--- src/rtl/fifo_wr_arbiter_pkg.sv ---
// Shared types and constants for the FIFO write-port arbiter.
package fifo_arb_pkg;

  typedef enum logic [1:0] {
    IDLE     = 2'd0,
    WRITE    = 2'd1,
    WAIT_ACK = 2'd2
  } arb_state_t;

  localparam int OVF_CNT_W = 8;

  // Error counter sticks at all-ones instead of wrapping back to zero.
  function automatic logic [OVF_CNT_W-1:0] sat_inc(input logic [OVF_CNT_W-1:0] v);
    return (v == '1) ? v : v + OVF_CNT_W'(1);
  endfunction

endpackage

--- src/rtl/fifo_wr_arbiter_if.sv ---
// Requester handshakes plus the FIFO write port, bundled for the arbiter.
interface fifo_wr_arbiter_if #(
  parameter int NUM_REQ = 2,
  parameter int DATA_W  = 16
);
  logic [NUM_REQ-1:0]        req_valid;
  logic [NUM_REQ*DATA_W-1:0] req_data;
  logic [NUM_REQ-1:0]        req_ready;
  logic [NUM_REQ-1:0]        req_done;
  logic [NUM_REQ-1:0]        req_err;
  logic                      fifo_wr_en;
  logic [DATA_W-1:0]         fifo_din;
  logic                      fifo_full;
  logic                      fifo_wr_ack;
  logic                      fifo_overflow;

  // master: the arbiter; slave: requesters and FIFO seen from outside.
  modport master (
    input  req_valid, req_data, fifo_full, fifo_wr_ack, fifo_overflow,
    output req_ready, req_done, req_err, fifo_wr_en, fifo_din
  );

  modport slave (
    output req_valid, req_data, fifo_full, fifo_wr_ack, fifo_overflow,
    input  req_ready, req_done, req_err, fifo_wr_en, fifo_din
  );
endinterface

--- src/rtl/fifo_wr_arbiter_rr_pick.sv ---
// Combinational round-robin picker: first request at or after rr_ptr, wrapping.
module rr_pick #(
  parameter int NUM_REQ = 2
) (
  input  logic [NUM_REQ-1:0]         req,
  input  logic [$clog2(NUM_REQ)-1:0] rr_ptr,
  output logic [NUM_REQ-1:0]         grant,
  output logic [$clog2(NUM_REQ)-1:0] idx,
  output logic                       any
);
  localparam int IDX_W = $clog2(NUM_REQ);

  logic [NUM_REQ-1:0] upper;
  logic [NUM_REQ-1:0] src;
  logic               found;

  // Requests at or above the pointer take priority; otherwise wrap to the bottom.
  genvar gi;
  generate
    for (gi = 0; gi < NUM_REQ; gi++) begin : g_mask
      assign upper[gi] = req[gi] && (gi >= int'(rr_ptr));
    end
  endgenerate

  always_comb begin
    grant = '0;
    idx   = '0;
    found = 1'b0;
    any   = |req;
    src   = (|upper) ? upper : req;
    for (int k = 0; k < NUM_REQ; k++) begin
      if (src[k] && !found) begin
        found    = 1'b1;
        grant[k] = 1'b1;
        idx      = IDX_W'(k);
      end
    end
  end

endmodule

--- src/rtl/fifo_wr_arbiter.sv ---
// Round-robin sharing of one FIFO write port; one outstanding write, outcome reported per requester.
module fifo_wr_arbiter
  import fifo_arb_pkg::*;
#(
  parameter int NUM_REQ     = 2,
  parameter int DATA_W      = 16,
  parameter int ACK_TIMEOUT = 4
) (
  input  logic                 clk,
  input  logic                 rst,
  fifo_wr_arbiter_if.master    bus,
  output logic [OVF_CNT_W-1:0] ovf_cnt,
  output logic                 busy
);
  localparam int IDX_W = $clog2(NUM_REQ);
  localparam int TMO_W = $clog2(ACK_TIMEOUT);
  localparam logic [TMO_W-1:0] TMO_LAST = TMO_W'(ACK_TIMEOUT - 1);
  localparam logic [IDX_W-1:0] IDX_LAST = IDX_W'(NUM_REQ - 1);

  arb_state_t           state_q, state_d;
  logic [IDX_W-1:0]     rr_ptr_q, rr_ptr_d;
  logic [IDX_W-1:0]     owner_q, owner_d;
  logic [DATA_W-1:0]    din_q, din_d;
  logic                 wr_en_q, wr_en_d;
  logic [TMO_W-1:0]     tmo_q, tmo_d;
  logic [NUM_REQ-1:0]   done_q, done_d;
  logic [NUM_REQ-1:0]   err_q, err_d;
  logic [OVF_CNT_W-1:0] ovf_cnt_q, ovf_cnt_d;

  logic                 issue;
  logic                 finish_ok;
  logic                 finish_err;
  logic [IDX_W-1:0]     owner_next;
  logic [NUM_REQ-1:0]   pick_grant;
  logic [IDX_W-1:0]     pick_idx;
  logic                 pick_any;
  logic [DATA_W-1:0]    req_word [NUM_REQ];

  genvar gi;
  generate
    for (gi = 0; gi < NUM_REQ; gi++) begin : g_word
      assign req_word[gi] = bus.req_data[gi*DATA_W +: DATA_W];
    end
  endgenerate

  rr_pick #(
    .NUM_REQ (NUM_REQ)
  ) u_pick (
    .req    (bus.req_valid),
    .rr_ptr (rr_ptr_q),
    .grant  (pick_grant),
    .idx    (pick_idx),
    .any    (pick_any)
  );

  // Pointer moves past the owner only once its word has resolved.
  assign owner_next = (owner_q == IDX_LAST) ? '0 : owner_q + IDX_W'(1);

  always_comb begin
    state_d    = state_q;
    rr_ptr_d   = rr_ptr_q;
    owner_d    = owner_q;
    din_d      = din_q;
    wr_en_d    = 1'b0;
    tmo_d      = tmo_q;
    done_d     = '0;
    err_d      = '0;
    ovf_cnt_d  = ovf_cnt_q;
    issue      = 1'b0;
    finish_ok  = 1'b0;
    finish_err = 1'b0;

    unique case (state_q)
      IDLE: begin
        if (pick_any && !bus.fifo_full && !rst) begin
          issue   = 1'b1;
          owner_d = pick_idx;
          din_d   = req_word[pick_idx];
          wr_en_d = 1'b1;
          state_d = WRITE;
        end
      end
      // Ack/overflow are already honoured in the strobe cycle.
      WRITE: begin
        tmo_d = '0;
        if (bus.fifo_wr_ack) begin
          finish_ok = 1'b1;
        end else if (bus.fifo_overflow) begin
          finish_err = 1'b1;
        end else begin
          state_d = WAIT_ACK;
        end
      end
      WAIT_ACK: begin
        if (bus.fifo_wr_ack) begin
          finish_ok = 1'b1;
        end else if (bus.fifo_overflow || (tmo_q == TMO_LAST)) begin
          finish_err = 1'b1;
        end else begin
          tmo_d = tmo_q + TMO_W'(1);
        end
      end
      default: state_d = IDLE;
    endcase

    if (finish_ok || finish_err) begin
      rr_ptr_d = owner_next;
      state_d  = IDLE;
    end
    if (finish_ok) begin
      done_d = NUM_REQ'(1) << owner_q;
    end
    if (finish_err) begin
      err_d     = NUM_REQ'(1) << owner_q;
      ovf_cnt_d = sat_inc(ovf_cnt_q);
    end
  end

  always_ff @(posedge clk) begin
    if (rst) begin
      state_q   <= IDLE;
      rr_ptr_q  <= '0;
      owner_q   <= '0;
      din_q     <= '0;
      wr_en_q   <= 1'b0;
      tmo_q     <= '0;
      done_q    <= '0;
      err_q     <= '0;
      ovf_cnt_q <= '0;
    end else begin
      state_q   <= state_d;
      rr_ptr_q  <= rr_ptr_d;
      owner_q   <= owner_d;
      din_q     <= din_d;
      wr_en_q   <= wr_en_d;
      tmo_q     <= tmo_d;
      done_q    <= done_d;
      err_q     <= err_d;
      ovf_cnt_q <= ovf_cnt_d;
    end
  end

  assign bus.req_ready  = issue ? pick_grant : '0;
  assign bus.req_done   = done_q;
  assign bus.req_err    = err_q;
  assign bus.fifo_wr_en = wr_en_q;
  assign bus.fifo_din   = din_q;
  assign ovf_cnt        = ovf_cnt_q;
  assign busy           = (state_q != IDLE);

endmodule

--- src/flat_wrapper.sv ---
// flat-port wrapper written by rule: the top's interface ports become plain ports
module fifo_wr_arbiter_flat import fifo_arb_pkg::*;
#(
  parameter int NUM_REQ     = 2,
  parameter int DATA_W      = 16,
  parameter int ACK_TIMEOUT = 4
)
  (clk, rst, ovf_cnt, busy, bus_req_valid, bus_req_data, bus_fifo_full, bus_fifo_wr_ack, bus_fifo_overflow, bus_req_ready, bus_req_done, bus_req_err, bus_fifo_wr_en, bus_fifo_din);
  fifo_wr_arbiter_if #(.NUM_REQ(NUM_REQ), .DATA_W(DATA_W)) bus_i ();
  input  logic clk;
  input  logic rst;
  output logic [OVF_CNT_W-1:0] ovf_cnt;
  output logic busy;
  input wire logic [$bits(bus_i.req_valid)-1:0] bus_req_valid;
  input wire logic [$bits(bus_i.req_data)-1:0] bus_req_data;
  input wire logic [$bits(bus_i.fifo_full)-1:0] bus_fifo_full;
  input wire logic [$bits(bus_i.fifo_wr_ack)-1:0] bus_fifo_wr_ack;
  input wire logic [$bits(bus_i.fifo_overflow)-1:0] bus_fifo_overflow;
  output wire logic [$bits(bus_i.req_ready)-1:0] bus_req_ready;
  output wire logic [$bits(bus_i.req_done)-1:0] bus_req_done;
  output wire logic [$bits(bus_i.req_err)-1:0] bus_req_err;
  output wire logic [$bits(bus_i.fifo_wr_en)-1:0] bus_fifo_wr_en;
  output wire logic [$bits(bus_i.fifo_din)-1:0] bus_fifo_din;
  assign bus_i.req_valid = bus_req_valid;
  assign bus_i.req_data = bus_req_data;
  assign bus_i.fifo_full = bus_fifo_full;
  assign bus_i.fifo_wr_ack = bus_fifo_wr_ack;
  assign bus_i.fifo_overflow = bus_fifo_overflow;
  assign bus_req_ready = bus_i.req_ready;
  assign bus_req_done = bus_i.req_done;
  assign bus_req_err = bus_i.req_err;
  assign bus_fifo_wr_en = bus_i.fifo_wr_en;
  assign bus_fifo_din = bus_i.fifo_din;
  fifo_wr_arbiter #(.NUM_REQ(NUM_REQ), .DATA_W(DATA_W), .ACK_TIMEOUT(ACK_TIMEOUT)) u_core (.clk(clk), .rst(rst), .bus(bus_i), .ovf_cnt(ovf_cnt), .busy(busy));
endmodule
--- config.mk ---
export PLATFORM = sky130hd
export DESIGN_NAME = fifo_wr_arbiter_flat
export DESIGN_NICKNAME = d
export VERILOG_FILES = /design/src/rtl/fifo_wr_arbiter_pkg.sv /design/src/rtl/fifo_wr_arbiter_if.sv /design/src/rtl/fifo_wr_arbiter_rr_pick.sv /design/src/rtl/fifo_wr_arbiter.sv /design/src/flat_wrapper.sv
export SDC_FILE = /design/constraint.sdc
export NUM_CORES = 1
export LEC_CHECK = 0
export ABC_CLOCK_PERIOD_IN_PS = 2300
export CAP_MARGIN = 20
export CORE_UTILIZATION = 42
export DETAILED_ROUTE_END_ITERATION = 6
export GPL_ROUTABILITY_DRIVEN = 1
export PLACE_DENSITY_LB_ADDON = 0.15
export SLEW_MARGIN = 5
export SYNTH_ARGS = -nofsm -noshare
export SYNTH_HDL_FRONTEND = slang
export SYNTH_HIERARCHICAL = 1
export SYNTH_SLANG_ARGS = --single-unit
export TNS_END_PERCENT = 5
--- constraint.sdc ---
create_clock -name clk -period 2.3 [get_ports clk]
set_input_delay 0.23 -clock clk [delete_from_list [all_inputs] [get_ports clk]]
set_output_delay 0.23 -clock clk [all_outputs]
set_load 0.03 [all_outputs]
* Word-level counts from Yosys, hierarchy flattened
Index checks and enable logic that the tools add are counted. W data, S select, Z words.
Word-level totals: input bits 39, output and inout port bits 32, word-level logic and storage cells 75, register bits after elaboration 35
Operators by class: shifts and indexed selects 1, muxes and demuxes 24, bitwise gates (word level) 5, $lt $le $gt $ge 2, reduce and logical (&&, ||, !) cells 22, equality and inequality tests 9, add/subtract/negate cells 3
Operators with widths (count):
- $mux W16 | 3
- $mux W1 | 12
- $mux W2 | 6
- $reduce_or A2 Y1 | 6
- $add A8 B1 Y8 const B | 1
- $eq A8 B8 Y1 const B | 1
- $ne A2 B2 Y1 const B | 4
- $pmux W2 S3 | 1
- $eq A2 B2 Y1 const B | 2
- $logic_and A1 B1 Y1 | 4
- $not A1 Y1 | 4
- $pmux W2 S2 | 1
- $reduce_and A2 Y1 | 2
- $reduce_and A4 Y1 | 1
- $reduce_bool A2 Y1 | 2
- $logic_not A1 Y1 | 3
- $reduce_and A3 Y1 | 1
- $add A2 B1 Y2 const B | 1
- $eq A2 B1 Y1 const B | 1
- $ge A2 B2 Y1 const B | 1
- $logic_not A2 Y1 | 1
- $logic_or A1 B1 Y1 | 2
- $ne A2 B1 Y1 const B | 1
- $not A1 Y2 | 1
- other kinds (4) | 4

* Depth between registers and ports, before layout
Gate-level depths: netlist (run 1).
depth in word-level cells 12, depth in mapped cells 8, depth with buffers taken out 6

* Modules after synthesis
Netlist (run 1), hierarchy kept.
Modules (own cells, without submodules):
- fifo_wr_arbiter | cells each 173, instances 1, sequential area each 700.7 sq um, area each 1619.1 sq um
- rr_pick | cells each 5, instances 1, sequential area each 0.0 sq um, area each 32.5 sq um

* Worst setup path after synthesis (run 1)
OpenSTA, ideal clock, no wires.
path type flip-flop to output port, start register u_core.state_q[0], end output bus_req_ready[0], data arrival time 1.447 ns, required time 2.070 ns, path slack 0.623 ns, cell stages (with the launch flop) 7, cells stage by stage dfxtp_1 -> inv_1 -> ha_1 -> and4bb_2 -> buf_2 -> buf_2 -> and2_1
On the way: word-level cells in the longest chain between the ends 3
RTL lines:
- start, declared | RTL line fifo_wr_arbiter.sv:20 | arb_state_t state_q, state_d;
- start signal, assigned | RTL line fifo_wr_arbiter.sv:131 | state_q <= state_d;
- $logic_not A2 Y1 | RTL line fifo_wr_arbiter.sv:73 | unique case (state_q)
- $mux W1 | RTL line fifo_wr_arbiter.sv:73
- $mux W2 | RTL line fifo_wr_arbiter.sv:143 | assign bus.req_ready = issue ? pick_grant : '0;
- end, declared | RTL line flat_wrapper.sv:19 | output wire logic [$bits(bus_i.req_ready)-1:0] bus_req_ready;
No other way between the ends.

* Worst setup path in the final report (run 1)
start register u_core.state_q[0], end output busy
On the way: word-level cells in the longest chain between the ends 1
RTL lines:
- $reduce_bool A2 Y1 | RTL line fifo_wr_arbiter.sv:149 | assign busy = (state_q != IDLE);
- end, declared | RTL line flat_wrapper.sv:13 | output logic busy;
No other way between the ends.

==> results of run 1 <==
## metal layers
metal	vias to the layer above	share of wire (%)
li1	789	-
met1	670	47
met2	46	44
met3	6	6.5
met4	0	1.7
met5	-	0
## logic make-up (layout without fill, tap and decap cells)
group / Yosys count / count (layout) / share of synthesized area, %
and+or+nand+nor: 57 / 57 / 18.0
AOI/OAI and AO/OA: 42 / 42 / 18.0
DFF: 35 / 35 / 42.4
muxes: 20 / 20 / 12.2
buffers and inverters: 18 / 89 / 4.92
adders and majority gates: 6 / 6 / 4.55
## cells in the final DEF, fill, tap and decap left out, drive strengths merged, types with 6 or more instances in the layout
master and n:
ha 6, dfxtp 35, buf 8, clkbuf 6, nor2 25, inv 6, a211oi 17, mux2i 19
clkdlybuf4s50 68, a21oi 8
## state kept, by name, indices dropped and copies added (netlist names)
register               cells
u_core/bus.fifo_din       16
u_core/ovf_cnt             8
u_core/bus.req_done        2
u_core/bus.req_err         2
u_core/state_q             2
u_core/tmo_q               2
u_core/bus.fifo_wr_en      1
u_core/owner_q             1
u_core/rr_ptr_q            1
## worst max-delay path, cell delays in order, from the launching register on
cell and delay (ps):
dfxtp_1 360, inv_1 90, ha_1 250, inv_1 70, clkdlybuf4s50_1 670
## final timing paths
path	startpoint	endpoint	slack, ps	cells after the start
max	u_core/state_q[0]	busy	350	4
min	u_core/owner_q	u_core/bus.req_done[0]	490	1
max reg2reg	u_core/state_q[1]	u_core/ovf_cnt[3]	410	6
min reg2reg	u_core/owner_q	u_core/bus.req_done[0]	490	1
## power by group
group	internal, mW	leakage [nW]	switching, mW
logic	0.317	0.572	0.357
registers	0.673	0.285	0.0375
clock network	0.235	0.0470	0.209
total	1.22	0.904	0.604
## cell type report
type / instances / area (sq um)
Fill cell: 324 / 1230
Multi-Input combinational cell: 125 / 873
Timing Repair Buffer: 76 / 741
Sequential cell: 35 / 701
Clock buffer: 6 / 82.6
Tap cell: 48 / 60.1
Inverter: 6 / 22.5
Clock inverter: 1 / 5.00
==> impl_metrics.py, run 1 <==
metrics = {
    "place": {
        "port_buffers": 70,
        "finalWeightedCongestion": 0.745,
        "dp_hpwl_mm": 2.66,
        "place_inst": 290,
        "worst_setup_slack_post_dpl_ps": 400,
        "detailed_place.area_sq_mm": 0.00240,
    },
    "timing": {
        "timing.final.setup_violations": 0,
        "max-slew-margin-rel_pct": 60.5,
        "setup_total_neg_slack_ps": 0,
        "postLayoutSetupSlackWorst_ps": 347,
        "fin_worst_skew_ps": 6.47,
        "maxClockFrequency_mhz": 512,
        "timing.final.max_slew_violations": 0,
        "final.min_clock_period_ps": 1950,
        "worst_slew_pin_slew_ps": 592,
        "setup_repair_after_global_routing_missed_its_margin": "false",
        "final_min_period_over_clock_period_pct": 84.9,
        "hold_viol_final": 0,
        "worst_hold_slack_ps": 489,
    },
    "yosys": {
        "synth_edf_count": 0,
        "post_synth_num_cell_types": 39,
        "synth.largest_area_cell": "dfxtp_1",
        "yosys.cell_count.top_type": "dfxtp_1",
        "ys_seq_area_share_pct": 42.4,
        "synth-seq-cells": 35,
        "ys_dominant_reg_cell": "dfxtp_1",
        "synthDominantCellAreaShare_pct": 42.4,
        "syn_inst": 178,
        "synthArstFlopShare_pct": 0,
        "synth.cell_area_sq_mm": 0.00165,
        "postSynthAreaPerCell_sq_um": 9.28,
        "ys.warnings.count": 6,
        "mappedNetlistNets": 223,
        "ys_top_cells_by_count": "35 x dfxtp_1, 25 x nor2_1, 19 x mux2i_1, 16 x a211oi_1",
        "ys_top_cells_by_area": "dfxtp_1 42%, mux2i_1 12%, a211oi_1 7.3%, nor2_1 5.7%, ha_1 4.5%",
    },
    "cts": {
        "cts_sinks": 35,
        "clk_latency_ps": 290,
        "cts_hold_buffers": 0,
        "cts_setup_buffers": 0,
        "path_clk_slew_ps": 70,
        "max-clock-path-buffers": 2,
        "postCtsResizedCells": 0,
        "cts_tree": "built",
        "clockRootBuffer": "clkbuf_8",
        "cts_made_buffers": 5,
        "clock_tree.htree_level_count": 2,
    },
    "final_layout": {
        "antenna_cells_inserted": 0,
        "final_util_pct": 66.9,
        "area_growth_pct": 50.5,
        "drive_above_1_share_pct": 8.84,
        "final_cell_area_sq_mm": 0.00248,
        "post_layout_nonfiller_instances": 297,
        "design.final.nets": 294,
    },
    "route": {
        "drt-vias-per-instance": 5.09,
        "post-route-drc-count": 0,
        "antenna_nets_post_route": 0,
        "vias": 1511,
        "drt-wirelength-per-cell_um": 12.2,
        "initial_drc_count": 89,
        "dr.pass1.iters": 4,
        "route.final.wire_length_mm": 3.62,
    },
    "setup_path": {
        "timing.critical_path.required_ps": 2070,
        "cp-start-kind": "flop",
        "worst-setup-path-type": "reg -> out",
        "worst_setup_path_end_kind": "output pin",
        "arrival_time_worst_endpoint_ps": 1720,
        "critical_path.max_fanout": 3,
    },
    "global_routing": {
        "first_pass_grt_wire_length_mm": 6.02,
        "use_met3_pct": 6.16,
        "global_route.overflow_total": 0,
        "global_route.usage.total_pct": 19.0,
        "top_usage_layer": "met2",
        "grt_max_degree": 22,
        "grt_pass1_vias": 1349,
        "grt.met1_usage_pct": 22.9,
        "gr-usage-met2_pct": 29.6,
        "grt_antenna_before_repair": 0,
    },
    "floorplan": {
        "die_width_um": 64.7,
        "num_rows": 22,
        "design.portCount": 71,
        "initial_utilization_pct": 44.4,
        "core_region_area_sq_mm": 0.00372,
        "die-area_sq_mm": 0.00419,
        "die_height_um": 64.7,
    },
    "hold_path": {
        "min-delay-path-class": "reg -> reg",
    },
    "flow_run": {
        "max-cap-violations": 0,
    },
    "power_and_ir_drop": {
        "ir_drop_v": 0.000710,
        "power.static_leakage_nw": 0.904,
        "power-per-cell-area_mw_per_mm2": 736,
        "total_power_mw": 1.83,
    },
    "outcome": {
        "result_of_the_run": "completed",
    },
}
Power figures use the tool's default switching activity.
==> inputs of run 2 (changes only) <==
- ABC_CLOCK_PERIOD_IN_PS: 2300 -> 1830
- clock period: 2.3 -> 1.83 ns (I/O delays scaled with it)
==> impl_metrics.py, run 2 (synthesis results as in run 1) <==
metrics = {
    "outcome": {
        "result_of_the_run": "completed",
    },
    "hold_path": {
        "min-delay-path-class": "reg -> reg",
        "whs_path_depth": 1,
    },
    "place": {
        "dp_hpwl_mm": 2.86,
        "worst_setup_slack_post_dpl_ps": -19.5,
        "port_buffers": 70,
        "finalWeightedCongestion": 0.739,
    },
    "timing": {
        "hold_viol_final": 0,
        "timing.final.max_slew_violations": 0,
        "worst_slew_pin_slew_ps": 494,
        "maxClockFrequency_mhz": 576,
        "final_min_period_over_clock_period_pct": 94.9,
        "max-slew-margin-rel_pct": 66.6,
        "postLayoutSetupSlackWorst_ps": 92.9,
        "setup_repair_after_global_routing_missed_its_margin": "false",
        "timing.final.setup_violations": 0,
        "final.min_clock_period_ps": 1740,
        "fin_worst_skew_ps": 7.34,
    },
    "floorplan": {
        "die_height_um": 64.7,
        "design.portCount": 71,
        "initial_utilization_pct": 44.4,
        "die_width_um": 64.7,
        "core_region_area_sq_mm": 0.00372,
        "num_rows": 22,
        "die-area_sq_mm": 0.00419,
    },
    "power_and_ir_drop": {
        "cellInternalPower_mw": 1.57,
        "power.share.clock_pct": 22.2,
        "combPwrFrac_pct": 39.9,
        "power.static_leakage_nw": 0.956,
        "ir_drop_v": 0.000657,
        "total_power_mw": 2.36,
        "power-per-cell-area_mw_per_mm2": 910,
        "seqPwrFrac_pct": 37.8,
        "switching_share_pct": 33.6,
        "power_switching_uw": 793,
    },
    "cts": {
        "cts_tree": "built",
        "max-clock-path-buffers": 2,
        "clock_tree.htree_level_count": 2,
        "cts_sinks": 35,
        "cts_hold_buffers": 0,
        "clk_latency_ps": 280,
        "clockRootBuffer": "clkbuf_8",
        "cts_made_buffers": 5,
        "path_clk_slew_ps": 70,
    },
    "setup_path": {
        "worst_setup_path_end_kind": "flop",
        "worst-r2r-cell-count": 6,
        "worst-setup-path-type": "reg -> reg",
        "cp-start-kind": "flop",
        "arrival_time_worst_endpoint_ps": 1950,
        "critical_path.max_fanout": 7,
        "timing.critical_path.required_ps": 2050,
    },
    "final_layout": {
        "final_common_cell": "clkdlybuf4s50_1",
        "final_util_pct": 69.8,
        "drive_above_1_share_pct": 14.2,
        "largest_register_ff_count": 16,
        "area_growth_pct": 57.0,
        "mostFrequentLayoutCells": "67 x clkdlybuf4s50_1, 35 x dfxtp_1, 25 x nor2_1",
        "antenna_cells_inserted": 0,
        "design.final.nets": 305,
    },
    "route": {
        "post-route-drc-count": 0,
        "antenna_nets_post_route": 0,
        "initial_drc_count": 62,
        "drt-wirelength-per-cell_um": 12.3,
        "dr.pass1.iters": 4,
        "vias": 1556,
        "route.final.wire_length_mm": 3.79,
        "drt-vias-per-instance": 5.04,
    },
    "flow_run": {
        "max-cap-violations": 0,
    },
    "global_routing": {
        "grt_pass1_vias": 1490,
        "grt_antenna_before_repair": 0,
        "global_route.overflow_total": 0,
        "first_pass_grt_wire_length_mm": 6.33,
        "global_route.usage.total_pct": 19.5,
        "grt_max_degree": 20,
    },
}
-- run 2: cell count changes in the layout (fill, tap and decap cells not counted), sizes merged --
cell,delta
buf,+10
clkdlybuf4s50,-1
clkinvlp,+1
dlygate4sd2,+1
o21ai,+1
-- run 2: layer usage --
metal	share of wire, %	routed length, um	up-vias	GRT usage [%]
met2	48	1820	44	34.4
met3	4.9	186	4	6.69
met1	46	1760	700	22.2
li1	-	-	808	-
met5	0	0	-	0
met4	0.63	24	0	5.00
-- run 2: worst max-delay path, cell delays in order (launching register included) --
cell     delay (ps)
dfxtp_1         350
inv_1           110
ha_4            290
nor2b_4         180
o21ai_4         110
or4_1           500
a21oi_1         140
-- run 2: stage by stage --
| step | cells | area, sq um | TNS, ps | hold WS (ps) |
|---|---|---|---|---|
| finish | 309 | 2590 | 0 | 486 |
| detailed placement | 299 | 2460 | -23.0 | 472 |
| CTS | 307 | 2550 | -13.7 | 483 |
| global placement | 299 | 2460 | 0 | 462 |
| floorplan | 178 | 1650 | 0 | 326 |
| global route | 309 | 2590 | 0 | 501 |
-- run 2: final timing paths --
kind                           from               endpoint  slack (ps)
setup / recovery  u_core/state_q[1]      u_core/ovf_cnt[5]          90
hold / removal       u_core/owner_q  u_core/bus.req_err[0]         490
setup reg to reg  u_core/state_q[1]      u_core/ovf_cnt[5]          90
hold reg to reg      u_core/owner_q  u_core/bus.req_err[0]         490
-- run 2: area by class of cell --
type | instances | area, sq um
clock inverters | 2 | 12.5
well taps | 48 | 60.1
flip-flops and latches | 35 | 701
fillers | 305 | 1120
inverters | 6 | 22.5
multi-input cells | 126 | 911
clock buffers | 6 | 72.6
repair buffers | 86 | 815
-- run 2: what timing repair did --
item,4_1_cts,5_1_grt
setup endpoints to repair,4,9
gates cloned,0,1
gates resized for setup,1,6
setup buffers,0,1
-- run 2: power by group through the flow --
stage          registers (mW)  clock network, mW  logic, mW
2_1_floorplan            1.02                  0      0.426
3_3_place_gp            0.905                  0      0.881
3_5_place_dp            0.909                  0      0.892
4_1_cts                 0.891              0.539      0.886
5_1_grt                 0.905              0.585       1.02
6_report                0.893              0.524      0.942
==> inputs of run 3 (changes only) <==
- CORE_MARGIN: unset -> 2
==> impl_metrics.py, run 3 (synthesis results as in run 1) <==
metrics = {
    "outcome": {
        "result_of_the_run": "completed",
    },
    "timing": {
        "worst_slew_pin_slew_ps": 468,
        "final_min_period_over_clock_period_pct": 94.1,
        "maxClockFrequency_mhz": 581,
        "hold_viol_final": 0,
        "final.min_clock_period_ps": 1720,
        "max-slew-margin-rel_pct": 68.3,
        "setup_total_neg_slack_ps": 0,
        "timing.final.max_slew_violations": 0,
        "fin_worst_skew_ps": 2.33,
        "setup_repair_after_global_routing_missed_its_margin": "true",
        "timing.final.setup_violations": 0,
    },
    "global_routing": {
        "grt_pass1_vias": 1435,
        "global_route.usage.total_pct": 18.4,
        "grt_antenna_before_repair": 0,
        "grt.met1_usage_pct": 23.0,
        "first_pass_grt_wire_length_mm": 6.27,
        "global_route.overflow_total": 0,
        "grt_max_degree": 31,
        "gr-usage-met2_pct": 30.3,
        "top_usage_layer": "met2",
        "use_met3_pct": 5.24,
    },
    "route": {
        "initial_drc_count": 57,
        "vias": 1577,
        "antenna_nets_post_route": 0,
        "drt-vias-per-instance": 5.10,
        "dr.pass1.iters": 4,
        "route.final.wire_length_mm": 3.80,
        "post-route-drc-count": 0,
        "drt-wirelength-per-cell_um": 12.3,
    },
    "cts": {
        "clockRootBuffer": "clkbuf_8",
        "cts_tree": "built",
        "clock_tree.htree_level_count": 2,
        "path_clk_slew_ps": 70,
        "cts_made_buffers": 5,
        "cts_sinks": 35,
        "clk_latency_ps": 280,
        "cts_hold_buffers": 0,
        "max-clock-path-buffers": 2,
    },
    "final_layout": {
        "drive_above_1_share_pct": 14.6,
        "mostFrequentLayoutCells": "67 x clkdlybuf4s50_1, 33 x dfxtp_1, 25 x nor2_1",
        "final_common_cell": "clkdlybuf4s50_1",
        "design.final.nets": 305,
        "n_fill_cell": 317,
        "area_growth_pct": 57.7,
        "antenna_cells_inserted": 0,
        "largest_register_ff_count": 16,
    },
    "setup_path": {
        "worst_path_max_delay_cell": "dfxtp_2",
        "cp-start-kind": "flop",
        "timing.critical_path.required_ps": 1650,
        "critical-path-max-stage-delay_ps": 330,
        "worst_setup_path_end_kind": "output pin",
        "arrival_time_worst_endpoint_ps": 1540,
        "worst-setup-path-type": "reg -> out",
        "critical_path.max_fanout": 7,
        "cp_cell_sequence": "inv_1, ha_1, and4bb_4, and2_1, buf_4",
    },
    "power_and_ir_drop": {
        "ir_drop_v": 0.000789,
        "power-per-cell-area_mw_per_mm2": 902,
        "power.static_leakage_nw": 0.964,
        "total_power_mw": 2.35,
    },
    "place": {
        "port_buffers": 70,
        "dp_hpwl_mm": 2.82,
        "finalWeightedCongestion": 0.768,
    },
    "floorplan": {
        "design.portCount": 71,
        "initial_utilization_pct": 44.4,
        "die_width_um": 66.7,
        "die_height_um": 66.7,
        "die-area_sq_mm": 0.00445,
        "num_rows": 22,
        "core_region_area_sq_mm": 0.00372,
    },
    "flow_run": {
        "max-cap-violations": 0,
    },
    "hold_path": {
        "min-delay-path-class": "reg -> reg",
    },
}
## run 3: critical path, delay by kind of cell, from the launching register on
kind                     cells  cell delay [ps]
adder cells (fa/ha/maj)      1              220
flip-flops                   1              330
buffers and inverters        2              250
AND/OR/NAND/NOR              2              450
## run 3: metal layers
layer  up-vias  routed length (um)
li1        808                   -
met1       717                1760
met2        48                1770
met3         4                 230
met4         0                  38
met5         -                   0
## run 3: final cells by class
type,instances,area (sq um),area share [%]
multi-input cells,125,900,34.5
repair buffers,87,835,32.0
flip-flops and latches,35,703,27.0
clock buffers,6,72.6,2.79
well taps,48,60.1,2.31
inverters,6,22.5,0.865
clock inverters,2,12.5,0.480
## run 3: report_power, final
| part | internal (mW) | switching (mW) | total [mW] |
|---|---|---|---|
| Clock | 0.266 | 0.267 | 0.532 |
| Sequential | 0.849 | 0.0454 | 0.895 |
| Combinational | 0.451 | 0.472 | 0.922 |
| Total | 1.57 | 0.784 | 2.35 |
## run 3: path summary, 6_finish.rpt
| path | startpoint | end | slack (ps) | cells after the start |
|---|---|---|---|---|
| worst min register to register | u_core/bus.fifo_din[5] | u_core/bus.fifo_din[5] | 500 | 2 |
| worst min-delay path | u_core/bus.fifo_din[5] | u_core/bus.fifo_din[5] | 500 | 2 |
| worst max-delay path | u_core/state_q[0] | bus_req_ready[0] | 110 | 5 |
| worst max register to register | u_core/state_q[0] | u_core/ovf_cnt[4] | 110 | 6 |
## run 3: repair_timing
action	in CTS	in global routing
setup buffers	0	6
pin swaps	0	1
resized for setup	1	8
setup endpoints to repair	4	11
## run 3: metrics by stage
step	area [sq um]	utilization, %	setup WS (ps)	cells	hold WS (ps)
after detailed placement	2450	65.9	-16.0	295	492
after CTS	2530	68.1	-30.9	303	501
after floorplan	1650	-	169	178	326
after global routing	2610	70.1	-24.1	309	521
final	2610	70.1	108	309	495
after global placement	2450	65.9	31.2	295	480
